### config.mk
export PLATFORM = sky130hd
export DESIGN_NAME = pmod_als_light_monitor
export DESIGN_NICKNAME = d
export VERILOG_FILES = /design/src/rtl/pmod_als_light_monitor.sv
export SDC_FILE = /design/constraint.sdc
export NUM_CORES = 1
export LEC_CHECK = 0
export BUFFER_PORTS_ARGS = -buffer_cell sky130_fd_sc_hd__buf_2
export CAP_MARGIN = 30
export CORE_ASPECT_RATIO = 0.7
export CORE_MARGIN = 2
export CORE_UTILIZATION = 60
export CTS_CLUSTER_SIZE = 24
export DETAILED_ROUTE_END_ITERATION = 10
export PLACE_DENSITY = 0.81
export REMOVE_ABC_BUFFERS = 1
export SLEW_MARGIN = 20
export SYNTH_ARGS = -nofsm -noshare
export SYNTH_HDL_FRONTEND = slang
export SYNTH_SLANG_ARGS = --single-unit
### constraint.sdc
create_clock -name clock -period 10.5 [get_ports clock]
set_input_delay 1.575 -clock clock [delete_from_list [all_inputs] [get_ports clock]]
set_output_delay 1.575 -clock clock [all_outputs]
set_load 0.02 [all_outputs]
### src/rtl/pmod_als_light_monitor.sv
// -----------------------------------------------------------------------------
// pmod_als_light_monitor
//
// Consumer stage for the PmodALS SPI receiver. Once per receiver frame period
// it samples the 16-bit frame and extracts the 8-bit light code. It keeps a
// boxcar average of the code over 2**AVG_LOG2 samples. It then classifies the
// ambient light as DARK or BRIGHT around thr_level, with a +/-HYST band.
// Every class change raises a level interrupt that stays up until acknowledged.
//
// Pipeline, counted from the tick cycle (period counter all-ones):
//   p1 : capture code, update sample ring, running sum and fill count
//   p2 : average = sum >> AVG_LOG2, window-full flag
//   p3 : hysteresis compare, class / interrupt update
//
// Parameters
//   PERIOD_W  tick every 2**PERIOD_W clocks
//   AVG_LOG2  window = 2**AVG_LOG2 samples (1..4)
//   HYST      hysteresis half-band (8-bit unsigned)
//
// Ports
//   clock      in   1   system clock
//   reset      in   1   synchronous, active-high reset
//   value      in   16  receiver frame; light code = value[12:5]
//   thr_level  in   8   DARK/BRIGHT threshold (quasi-static)
//   irq_ack    in   1   one-cycle pulse, clears irq
//   peak_clear in   1   (PMOD_ALS_PEAK_EN only) clear the peak hold
//   peak       out  8   (PMOD_ALS_PEAK_EN only) largest code since clear/reset
//   light      out  8   last raw light code
//   light_avg  out  8   windowed average
//   avg_valid  out  1   window has been filled since reset
//   dark       out  1   current class (1 = DARK)
//   irq        out  1   pending class-change interrupt (level)
//
// Build option
//   PMOD_ALS_PEAK_EN : adds the peak_clear / peak ports and the peak-hold
//                      register. When undefined, neither exists.
// -----------------------------------------------------------------------------
module pmod_als_light_monitor #(
    parameter int         PERIOD_W = 22,
    parameter int         AVG_LOG2 = 3,
    parameter logic [7:0] HYST     = 8'd4
) (
    input  logic        clock,
    input  logic        reset,
    input  logic [15:0] value,
    input  logic [7:0]  thr_level,
    input  logic        irq_ack,
`ifdef PMOD_ALS_PEAK_EN
    input  logic        peak_clear,
    output logic [7:0]  peak,
`endif
    output logic [7:0]  light,
    output logic [7:0]  light_avg,
    output logic        avg_valid,
    output logic        dark,
    output logic        irq
);

    localparam int DEPTH  = 1 << AVG_LOG2;
    localparam int SUM_W  = 8 + AVG_LOG2;
    localparam int FILL_W = AVG_LOG2 + 1;
    localparam logic [FILL_W-1:0] FILL_FULL = FILL_W'(DEPTH);

    // -------------------------------------------------------------------------
    // Threshold helpers: band edges clamp instead of wrapping.
    // -------------------------------------------------------------------------
    function automatic logic [7:0] sat_sub8(input logic [7:0] a, input logic [7:0] b);
        return (a < b) ? 8'd0 : (a - b);
    endfunction

    function automatic logic [7:0] sat_add8(input logic [7:0] a, input logic [7:0] b);
        logic [8:0] s;
        s = {1'b0, a} + {1'b0, b};
        return s[8] ? 8'hFF : s[7:0];
    endfunction

    // -------------------------------------------------------------------------
    // Period counter and tick
    // -------------------------------------------------------------------------
    logic [PERIOD_W-1:0] cnt_q;
    logic                tick;

    assign tick = &cnt_q;

    always_ff @(posedge clock) begin
        if (reset) begin
            cnt_q <= '0;
        end else begin
            cnt_q <= cnt_q + 1'b1;
        end
    end

    // Only bits [12:5] of the frame carry the light code.
    logic [7:0] code_p0;
    logic       unused_frame_bits;

    assign code_p0           = value[12:5];
    assign unused_frame_bits = ^{value[15:13], value[4:0]};

    // -------------------------------------------------------------------------
    // Stage p1: sample ring, running sum, fill count
    // -------------------------------------------------------------------------
    logic [7:0]          light_q,  light_d;
    logic [7:0]          smp_q [DEPTH];
    logic [AVG_LOG2-1:0] wr_ptr_q, wr_ptr_d;
    logic [SUM_W-1:0]    sum_q,    sum_d;
    logic [FILL_W-1:0]   fill_q,   fill_d;
    logic                vld_p1_q;
    logic [7:0]          oldest;

    // The slot about to be overwritten holds the oldest sample in the window;
    // subtracting it keeps the sum exact without ever re-adding the ring.
    assign oldest = smp_q[wr_ptr_q];

    always_comb begin
        light_d  = light_q;
        wr_ptr_d = wr_ptr_q;
        sum_d    = sum_q;
        fill_d   = fill_q;
        if (tick) begin
            light_d  = code_p0;
            wr_ptr_d = wr_ptr_q + 1'b1;
            sum_d    = sum_q + {{AVG_LOG2{1'b0}}, code_p0} - {{AVG_LOG2{1'b0}}, oldest};
            fill_d   = (fill_q == FILL_FULL) ? fill_q : fill_q + 1'b1;
        end
    end

    always_ff @(posedge clock) begin
        if (reset) begin
            light_q  <= '0;
            wr_ptr_q <= '0;
            sum_q    <= '0;
            fill_q   <= '0;
            vld_p1_q <= 1'b0;
            for (int i = 0; i < DEPTH; i++) begin
                smp_q[i] <= '0;
            end
        end else begin
            light_q  <= light_d;
            wr_ptr_q <= wr_ptr_d;
            sum_q    <= sum_d;
            fill_q   <= fill_d;
            vld_p1_q <= tick;
            if (tick) begin
                smp_q[wr_ptr_q] <= code_p0;
            end
        end
    end

    // -------------------------------------------------------------------------
    // Stage p2: average and window-full flag
    // -------------------------------------------------------------------------
    logic [7:0] avg_q,   avg_d;
    logic       valid_q, valid_d;
    logic       vld_p2_q;

    always_comb begin
        avg_d   = avg_q;
        valid_d = valid_q;
        if (vld_p1_q) begin
            avg_d   = sum_q[SUM_W-1:AVG_LOG2];
            // Sticky: once the window has filled it stays valid until reset.
            valid_d = valid_q | (fill_q == FILL_FULL);
        end
    end

    always_ff @(posedge clock) begin
        if (reset) begin
            avg_q    <= '0;
            valid_q  <= 1'b0;
            vld_p2_q <= 1'b0;
        end else begin
            avg_q    <= avg_d;
            valid_q  <= valid_d;
            vld_p2_q <= vld_p1_q;
        end
    end

    // -------------------------------------------------------------------------
    // Stage p3: hysteresis classifier and interrupt
    // -------------------------------------------------------------------------
    logic [7:0] thr_lo, thr_hi;
    logic       dark_q, dark_d;
    logic       irq_q,  irq_d;
    logic       irq_set;

    assign thr_lo = sat_sub8(thr_level, HYST);
    assign thr_hi = sat_add8(thr_level, HYST);

    always_comb begin
        dark_d  = dark_q;
        irq_set = 1'b0;
        // Evaluated only on the single p3 cycle of each tick, and only once
        // the average is meaningful.
        if (vld_p2_q && valid_q) begin
            if (!dark_q && (avg_q < thr_lo)) begin
                dark_d  = 1'b1;
                irq_set = 1'b1;
            end else if (dark_q && (avg_q >= thr_hi)) begin
                dark_d  = 1'b0;
                irq_set = 1'b1;
            end
        end
        // A new event outranks an acknowledge arriving in the same cycle.
        irq_d = irq_set | (irq_q & ~irq_ack);
    end

    always_ff @(posedge clock) begin
        if (reset) begin
            dark_q <= 1'b0;
            irq_q  <= 1'b0;
        end else begin
            dark_q <= dark_d;
            irq_q  <= irq_d;
        end
    end

`ifdef PMOD_ALS_PEAK_EN
    // -------------------------------------------------------------------------
    // Peak hold (aligned with p1)
    // -------------------------------------------------------------------------
    logic [7:0] peak_q, peak_d;

    always_comb begin
        peak_d = peak_q;
        if (peak_clear) begin
            // A clear that lands on a sample restarts the hold from that sample.
            peak_d = tick ? code_p0 : 8'd0;
        end else if (tick && (code_p0 > peak_q)) begin
            peak_d = code_p0;
        end
    end

    always_ff @(posedge clock) begin
        if (reset) begin
            peak_q <= '0;
        end else begin
            peak_q <= peak_d;
        end
    end

    assign peak = peak_q;
`endif

    assign light     = light_q;
    assign light_avg = avg_q;
    assign avg_valid = valid_q;
    assign dark      = dark_q;
    assign irq       = irq_q;

endmodule

==> results_dict.tcl, run 1 <==
set metrics [dict create \
    status "complete, no violations" \
    postCtsSetupBuffers 0 \
    io_buffers 37 \
    antenna_left 0 \
    grt_pass1_wl_um 23410 \
    grt_start_max_net_pins 67 \
    ys_types 50 \
    hold_viol_final 0 \
    power_frac_comb_pct 6.3 \
    cts_tree "built" \
    clockPowerShare_pct 48.8 \
    drt-pass1-iter-count 4 \
    cap_violations 0 \
    hpwlAfterDp_um 9704 \
    switchingPower_mw 0.2532 \
    overflow 0 \
    clkTransAtPathRegs_ns 0.05 \
    grt.total_usage_pct 26.21 \
    rsz0062_at_grt "no" \
    arrival_ns 4.45 \
    cp.required_ns 10.80 \
    p_seq_share_pct 44.9 \
    numCtsBuffers 17 \
    wirelength_um 14200 \
    setup_violations 0 \
    synthCells 635 \
    antenna_cells 0 \
    antenna_found_initial 0 \
    post_drt_via_cell_ratio 5.885 \
    powerDensity_mw_per_mm2 162.3 \
    worst_slack_ns 6.346 \
    seq_area_frac_synth_pct 49.13 \
    fill_cells 761 \
    fmax_mhz 240.7 \
    gp_congestion 0.9027 \
    finalClockSkew_ns 0.01123 \
    final_nets 734 \
    rrSetupSlack_ns 6.35 \
    area_growth_pct 12.90 \
    drc_errors 0 \
    synth-edff-count 64 \
    avgSynthCellArea_um2 10.27 \
    std_cell_rows 31 \
    endpoint_kind "register" \
    drt-initial-drc-count 387 \
    min_path_type "register to register" \
    vias 4773 \
    clock_path_buffers 2 \
    fp.coreArea_mm2 0.01047 \
    leakage_nw 2.910 \
    cp_max_fo 16 \
    synth_top_area_share_pct 29.48 \
    finalPower_mw 1.195 \
    internal-power_mw 0.9413 \
    yosysMostFrequentCell "nor2_1" \
    hold_buffers 0 \
    yosys.area.top_type "edfxtp_1" \
    io-pin-count 46 \
    worst_pin_slew_ns 1.019 \
    cts_sinks 128 \
    die_h_um 91.22 \
    drive_gt1_share_pct 16.35 \
    synthFlopType "edfxtp_1" \
    ys_ff_latch 128 \
    synth_common_cells "nor2_1, nand2_1, dfxtp_1, edfxtp_1, inv_1" \
    crit_type "register to register" \
    insertion_delay_ns 0.41 \
    synthTopCellsByArea "edfxtp_1, dfxtp_1, nor2_1" \
    cts_resized 0 \
    synth_area_mm2 0.006520 \
    grt_pass1_vias 4759 \
    irDropWorstVdd_uv 124.4 \
    min_period_over_period_pct 39.56 \
    cts_root_buffer "clkbuf_16" \
    min_period_ns 4.154 \
    die_w_um 128.6 \
    swShare_pct 21.20 \
    wl_per_cell_um 17.51 \
    slew_viol_final 0 \
    ctsHtreeMaxLevel 4 \
    maxSlewHeadroom_pct 31.64 \
    start_util_pct 62.26 \
    place_ws_ns 6.196 \
    setup-tns-final_ns 0 \
    yosysWarnings 0 \
    startpoint_type "register" \
    synthArstFlopShare_pct 0 \
    dieArea_mm2 0.01173 \
]
==> per-stage QoR <==
step | instances | area, um2 | hold WS, ns | util, %
floorplan | 607 | 6390 | 0.4258 | -
global placement | 778 | 6755 | 0.4349 | 64.50
detailed placement | 778 | 6755 | 0.4417 | 64.50
CTS | 809 | 7342 | 0.4487 | 70.11
global route | 811 | 7361 | 0.4789 | 70.29
finish | 811 | 7361 | 0.4447 | 70.29
==> worst paths after layout <==
path                               start         to  cells past startpoint
worst max-delay path            register  sum_q[10]                     10
worst min-delay path            light[1]   light[1]                      2
worst max register to register  register  sum_q[10]                     10
worst min register to register  light[1]   light[1]                      2
==> cell type report <==
type / instances / area (um2) / area share, %
Clock buffer: 25 / 506.7 / 6.884
Clock inverter: 6 / 80.08 / 1.088
Inverter: 46 / 172.7 / 2.346
Multi-Input combinational cell: 433 / 3018 / 41.00
Sequential cell: 128 / 3203 / 43.52
Tap cell: 132 / 165.2 / 2.244
Timing Repair Buffer: 41 / 215.2 / 2.924
==> cells by family after synthesis <==
family                   share of synthesized area, %
buffers and inverters                           4.644
adder cells (fa/ha/maj)                         8.597
multiplexers                                    8.943
AO/OA/AOI/OAI                                   6.429
flip-flops                                      49.13
XOR/XNOR                                        4.567
AND/OR/NAND/NOR                                 17.69
==> flip-flops by register name, indices dropped and copies added (netlist names), 3 cells and up, named ones only <==
register / count
cnt_q: 22
fill_q: 4
light: 8
light_avg: 8
smp_q: 64
sum_q: 11
wr_ptr_q: 3
==> critical path: stages (launching register included) <==
cell and delay (ns):
dfxtp_1 0.85, mux4_2 0.42, mux2_2 0.30, fa_1 0.49
inv_1 0.07, fa_1 0.46, a21oi_1 0.26, o21ai_1 0.19
a211oi_1 0.38, mux2i_1 0.26, mux2_1 0.33
==> power groups by stage <==
stage          clock, mW  sequential [mW]  combinational, mW
6_report           0.583            0.537             0.0753
4_1_cts            0.587            0.537             0.0737
5_1_grt            0.611            0.537             0.0826
3_3_place_gp           0            0.546             0.0691
2_1_floorplan          0            0.545             0.0479
3_5_place_dp           0            0.547             0.0724
==> layer usage <==
layer  vias to the layer above  GRT usage (%)  routed length, um
li1                       2246              -                  -
met3                        30          6.718                948
met4                         0          9.149                269
met1                      2311          34.15               5908
met2                       186          42.77               7071
met5                         -              0                  0
==> cells in the final DEF, fill, tap and decap left out, types with 9 or more instances in the layout <==
master,count
nand2_1,67
clkbuf_16,18
o21ai_1,9
xor2_1,20
xnor2_1,14
edfxtp_1,64
buf_2,37
nand3_1,11
mux2i_1,11
mux2_2,9
dfxtp_1,64
nor2_2,10
mux4_2,16
nor2_1,117
inv_1,46
a21oi_1,30
ha_1,32
Power figures use the tool's default switching activity.
==> run 2: changes to the inputs <==
--- a/config.mk
+++ b/config.mk
@@ -9,10 +9,10 @@
 export CAP_MARGIN = 30
 export CORE_ASPECT_RATIO = 0.7
 export CORE_MARGIN = 2
-export CORE_UTILIZATION = 60
+export CORE_UTILIZATION = 55
 export CTS_CLUSTER_SIZE = 24
 export DETAILED_ROUTE_END_ITERATION = 10
-export PLACE_DENSITY = 0.81
+export PLACE_DENSITY = 0.79
 export REMOVE_ABC_BUFFERS = 1
 export SLEW_MARGIN = 20
 export SYNTH_ARGS = -nofsm -noshare
==> constraint.sdc (replaced) <==
create_clock -name clock -period 3.7 [get_ports clock]
set_input_delay 0.555 -clock clock [delete_from_list [all_inputs] [get_ports clock]]
set_output_delay 0.555 -clock clock [all_outputs]
set_load 0.02 [all_outputs]
==> run 2 against run 1 <==
  * Sequential power grew to 2.8 times the previous value
  * First-iteration DRC count is 16% higher
  * Count of clock-buffer cells in the layout shrank 3
  * Sequential cell count is the same
  * Register-to-register slack worse by 6.3 ns
  * Non-clock buffer count grew 23
  * Die area rose by 8.7%
  * Maximum frequency grew 15%
  * Combinational power grew to 3.2 times the previous value
  * Utilization down 4.8 points
  * Global-route usage is 2.4 points lower
  * Worst hold slack worse by 0.075 ns
==> results_dict.tcl, run 2 (same netlist as run 1, synthesis figures left out) <==
set metrics [dict create \
    rrSetupSlack_ns 0.08 \
    finalNonFillerCells 860 \
    final_cell_mix "nor2_1, nand2_1, edfxtp_1, dfxtp_1, inv_1" \
    io_buffers 37 \
    clockPowerShare_pct 46.1 \
    ctsHtreeMaxLevel 4 \
    cts_tree "built" \
    swShare_pct 22.92 \
    min_period_over_period_pct 97.71 \
    die_h_um 95.10 \
    largest_reg_flops 64 \
    min_period_ns 3.615 \
    fp.coreArea_mm2 0.01164 \
    grt.total_usage_pct 23.80 \
    switchingPower_mw 0.7483 \
    worst_pin_slew_ns 0.8829 \
    post_drt_via_cell_ratio 5.530 \
    cp.required_ns 4.00 \
    crit_type "register to register" \
    leakage_nw 3.017 \
    fmax_mhz 276.6 \
    postPlaceCellArea_mm2 0.006954 \
    antenna_found_initial 0 \
    cts_root_buffer "clkbuf_16" \
    area_growth_pct 16.98 \
    drt-initial-drc-count 447 \
    holdWs_ns 0.3695 \
    drt-pass1-iter-count 5 \
    setup-tns-final_ns 0 \
    cp_max_fo 6 \
    min_from "irq_ack" \
    grt_pass1_wl_um 23030 \
    insertion_delay_ns 0.42 \
    clock_path_buffers 2 \
    grt_start_max_net_pins 36 \
    hold_viol_final 0 \
    clkTransAtPathRegs_ns 0.05 \
    numCtsBuffers 17 \
    slew_viol_final 0 \
    wl_per_cell_um 16.85 \
    io-pin-count 46 \
    fin_util_pct 65.51 \
    dieArea_mm2 0.01276 \
    powerDensity_mw_per_mm2 428.1 \
    internal-power_mw 2.517 \
    setup_violations 0 \
    arrival_ns 3.92 \
    endpoint_kind "register" \
    std_cell_rows 33 \
    wirelength_um 14490 \
    min_path_type "primary input to register" \
    dp_cells 822 \
    vias 4756 \
    finish.instance_area_mm2 0.007627 \
    final_common_cell "nor2_1" \
    place_ws_ns -0.05943 \
    antenna_left 0 \
    hpwlAfterDp_um 9933 \
    finalPower_mw 3.266 \
    worst_slack_ns 0.08457 \
    grt_pass1_vias 4604 \
    power_frac_comb_pct 7.3 \
    start_util_pct 56.00 \
    maxSlewHeadroom_pct 41.14 \
    p_seq_share_pct 46.6 \
    largestRegisters "smp_q x64, cnt_q x22, sum_q x11" \
    overflow 0 \
    status "complete, no violations" \
    drc_errors 0 \
    drive_gt1_share_pct 20.63 \
    cap_violations 0 \
    gp_congestion 0.8274 \
    cts_sinks 128 \
    finalClockSkew_ns 0.01061 \
    startpoint_type "register" \
    irDropWorstVdd_uv 340.3 \
    largest-register "smp_q" \
    final_nets 757 \
    antenna_cells 0 \
    hold_buffers 0 \
    die_w_um 134.1 \
]
run 2: layout make-up:
type,instances,area (um2)
multi-input cells,433,3055
flip-flops and latches,128,3207
inverters,46,172.7
well taps,157,196.4
clock inverters,10,61.31
repair buffers,64,459.2
clock buffers,22,475.5
fillers,909,4016
run 2: power groups by stage:
stage | sequential (mW) | clock, mW | combinational, mW
4_1_cts | 1.52 | 1.52 | 0.227
5_1_grt | 1.52 | 1.59 | 0.264
6_report | 1.52 | 1.51 | 0.238
2_1_floorplan | 1.55 | 0 | 0.136
3_3_place_gp | 1.55 | 0 | 0.213
3_5_place_dp | 1.55 | 0 | 0.221
run 2: worst paths after layout:
| check | depth (start not counted) | to |
|---|---|---|
| min reg2reg | 1 | cnt_q[0] |
| max reg2reg | 13 | sum_q[10] |
| min | 2 | irq |
| max | 13 | sum_q[10] |
run 2: what timing repair did:
| action | CTS | global route |
|---|---|---|
| resized for setup | 1 | 11 |
| pin swaps | 0 | 2 |
| buffers inserted | 0 | 5 |
| cloned | 0 | 1 |
| endpoints found under the setup margin | 1 | 3 |
run 2: metal layers:
metal	part of all wire [%]	track usage, %	wire length (um)	up-vias
li1	-	-	-	2293
met1	43	32.00	6282	2282
met2	47	38.16	6879	153
met3	7.2	6.220	1046	28
met4	2.0	7.982	284	0
met5	0	0	0	-
run 2: critical path, stage by stage, from the launching register on:
cell and delay [ns]:
dfxtp_4 0.38, buf_12 0.15, buf_12 0.11, mux4_2 0.49, mux2_2 0.29, fa_1 0.47
inv_1 0.04, ha_1 0.31, a21o_1 0.20, a21oi_2 0.13, o21ai_2 0.08, a211oi_2 0.26
mux2i_1 0.26, mux2_1 0.33
==> run 3: changes to the inputs <==
--- a/config.mk
+++ b/config.mk
@@ -9,12 +9,11 @@
 export CAP_MARGIN = 30
 export CORE_ASPECT_RATIO = 0.7
 export CORE_MARGIN = 2
-export CORE_UTILIZATION = 55
+export CORE_UTILIZATION = 60
 export CTS_CLUSTER_SIZE = 24
 export DETAILED_ROUTE_END_ITERATION = 10
-export PLACE_DENSITY = 0.79
+export PLACE_DENSITY = 0.81
 export REMOVE_ABC_BUFFERS = 1
-export SLEW_MARGIN = 20
 export SYNTH_ARGS = -nofsm -noshare
 export SYNTH_HDL_FRONTEND = slang
 export SYNTH_SLANG_ARGS = --single-unit
==> constraint.sdc (replaced) <==
create_clock -name clock -period 3.9 [get_ports clock]
set_input_delay 0.585 -clock clock [delete_from_list [all_inputs] [get_ports clock]]
set_output_delay 0.585 -clock clock [all_outputs]
set_load 0.02 [all_outputs]
==> run 3 against run 2 <==
  * Power up 4.0%
  * Die area fell by 8.0%
  * Clock skew decreased by 0.0024 ns
  * Maximum frequency fell by 4.7%
  * Worst hold slack gained 0.039 ns
  * Critical path depth decreased by 2
  * Worst setup slack better by 0.023 ns
  * Sequential power is 5% lower
  * Wire length up 5.7%
  * Largest cell class unchanged
  * Highest routed layer unchanged
==> results_dict.tcl, run 3 (same netlist as run 1, synthesis figures left out) <==
set metrics [dict create \
    largest-register "smp_q" \
    gp_congestion 0.8960 \
    fill_cells 680 \
    dieArea_mm2 0.01173 \
    antenna_left 0 \
    final_nets 743 \
    fin_util_pct 71.98 \
    io_buffers 37 \
    rsz0062_at_grt "no" \
    crit_chain "buf_12 > mux4_2 > mux2_2 > fa_1 > inv_1 > fa_1 > a21oi_1 > o21ai_1 > a211oi_2 > mux2i_1 > mux2_1" \
    cap_violations 0 \
    cp.required_ns 4.21 \
    holdWs_ns 0.4087 \
    numCtsBuffers 17 \
    powerDensity_mw_per_mm2 450.4 \
    clkTransAtPathRegs_ns 0.06 \
    drt-initial-drc-count 386 \
    slew_viol_final 0 \
    worst_pin_slew_ns 0.8909 \
    largest_reg_flops 64 \
    crit_top_cell "fa_1" \
    post_drt_via_cell_ratio 5.894 \
    grt.total_usage_pct 28.28 \
    status "complete, no violations" \
    hold_buffers 0 \
    die_h_um 91.22 \
    cts_root_buffer "clkbuf_16" \
    overflow 0 \
    final_common_cell "nor2_1" \
    endpoint_kind "register" \
    finalClockSkew_ns 0.008251 \
    path_buf_inv 2 \
    area_growth_pct 15.62 \
    finalPower_mw 3.395 \
    min_path_type "primary input to register" \
    finalNonFillerCells 821 \
    drt-pass1-iter-count 5 \
    wirelength_um 15330 \
    path_delay_family "multiplexers" \
    vias 4839 \
    hold_viol_final 0 \
    regArea_mm2 0.003203 \
    min_period_over_period_pct 97.23 \
    start_util_pct 62.26 \
    grt_pass1_vias 5073 \
    slowest_stage "mux4_2" \
    setup_violations 0 \
    irDropWorstVdd_uv 337.2 \
    min_period_ns 3.792 \
    std_cell_rows 31 \
    cts_tree "built" \
    io-pin-count 46 \
    antenna_cells 0 \
    startpoint_type "register" \
    fp.coreArea_mm2 0.01047 \
    insertion_delay_ns 0.42 \
    final_cell_mix "nor2_1, nand2_1, dfxtp_1, edfxtp_1, inv_1" \
    crit_type "register to register" \
    multi_input_comb_area_mm2 0.003019 \
    cp_max_fo 16 \
    grt_pass1_wl_um 24960 \
    die_w_um 128.6 \
    worst_slack_ns 0.1079 \
    maxSlewHeadroom_pct 40.39 \
    grt_start_max_net_pins 63 \
    largestRegisters "smp_q x64, cnt_q x22, sum_q x11" \
    leakage_nw 2.990 \
    dp_cells 789 \
    hpwlAfterDp_um 10160 \
    clock_path_buffers 2 \
    cts_sinks 128 \
    antenna_found_initial 0 \
    place_ws_ns 0.1413 \
    drc_errors 0 \
    wl_per_cell_um 18.67 \
    arrival_ns 4.10 \
    ctsHtreeMaxLevel 4 \
    fmax_mhz 263.7 \
    drive_gt1_share_pct 18.00 \
    max_stage_delay_ns 0.55 \
]
-- run 3: what timing repair did --
item,CTS,global route
endpoints found under the setup margin,0,1
buffers inserted,0,0
resized for setup,0,1
-- run 3: worst paths after layout --
check / to / from / slack, ns / cells past startpoint
min: irq / irq_ack / 0.41 / 2
min reg2reg: light[1] / light[1] / 0.46 / 2
max reg2reg: sum_q[10] / register / 0.11 / 11
max: sum_q[10] / register / 0.11 / 11
-- run 3: final cells by class --
type / count / area share [%]
Timing Repair Buffer: 50 / 4.083
Clock inverter: 7 / 1.029
Tap cell: 132 / 2.191
Sequential cell: 128 / 42.49
Multi-Input combinational cell: 433 / 40.05
Clock buffer: 25 / 7.867
Inverter: 46 / 2.290
-- run 3: layer usage --
| layer | GRT usage, % | vias to the layer above | share of wire, % |
|---|---|---|---|
| met4 | 14.86 | 0 | 3.6 |
| met1 | 35.20 | 2325 | 41 |
| met5 | 0 | - | 0 |
| met2 | 45.83 | 196 | 48 |
| li1 | - | 2265 | - |
| met3 | 6.953 | 53 | 7.1 |
-- run 3: through the flow --
| step | area (um2) | TNS, ns |
|---|---|---|
| 2_1_floorplan | 6390 | -0.004103 |
| 3_3_place_gp | 6863 | 0 |
| 3_5_place_dp | 6863 | 0 |
| 4_1_cts | 7533 | 0 |
| 5_1_grt | 7538 | 0 |
| 6_report | 7538 | 0 |
-- run 3: report_power, final --
group          switching (mW)  internal (mW)  total, mW
registers             0.00960           1.43       1.44
clock network           0.601           1.13       1.73
logic                   0.136         0.0863      0.223
total                   0.747           2.65       3.40
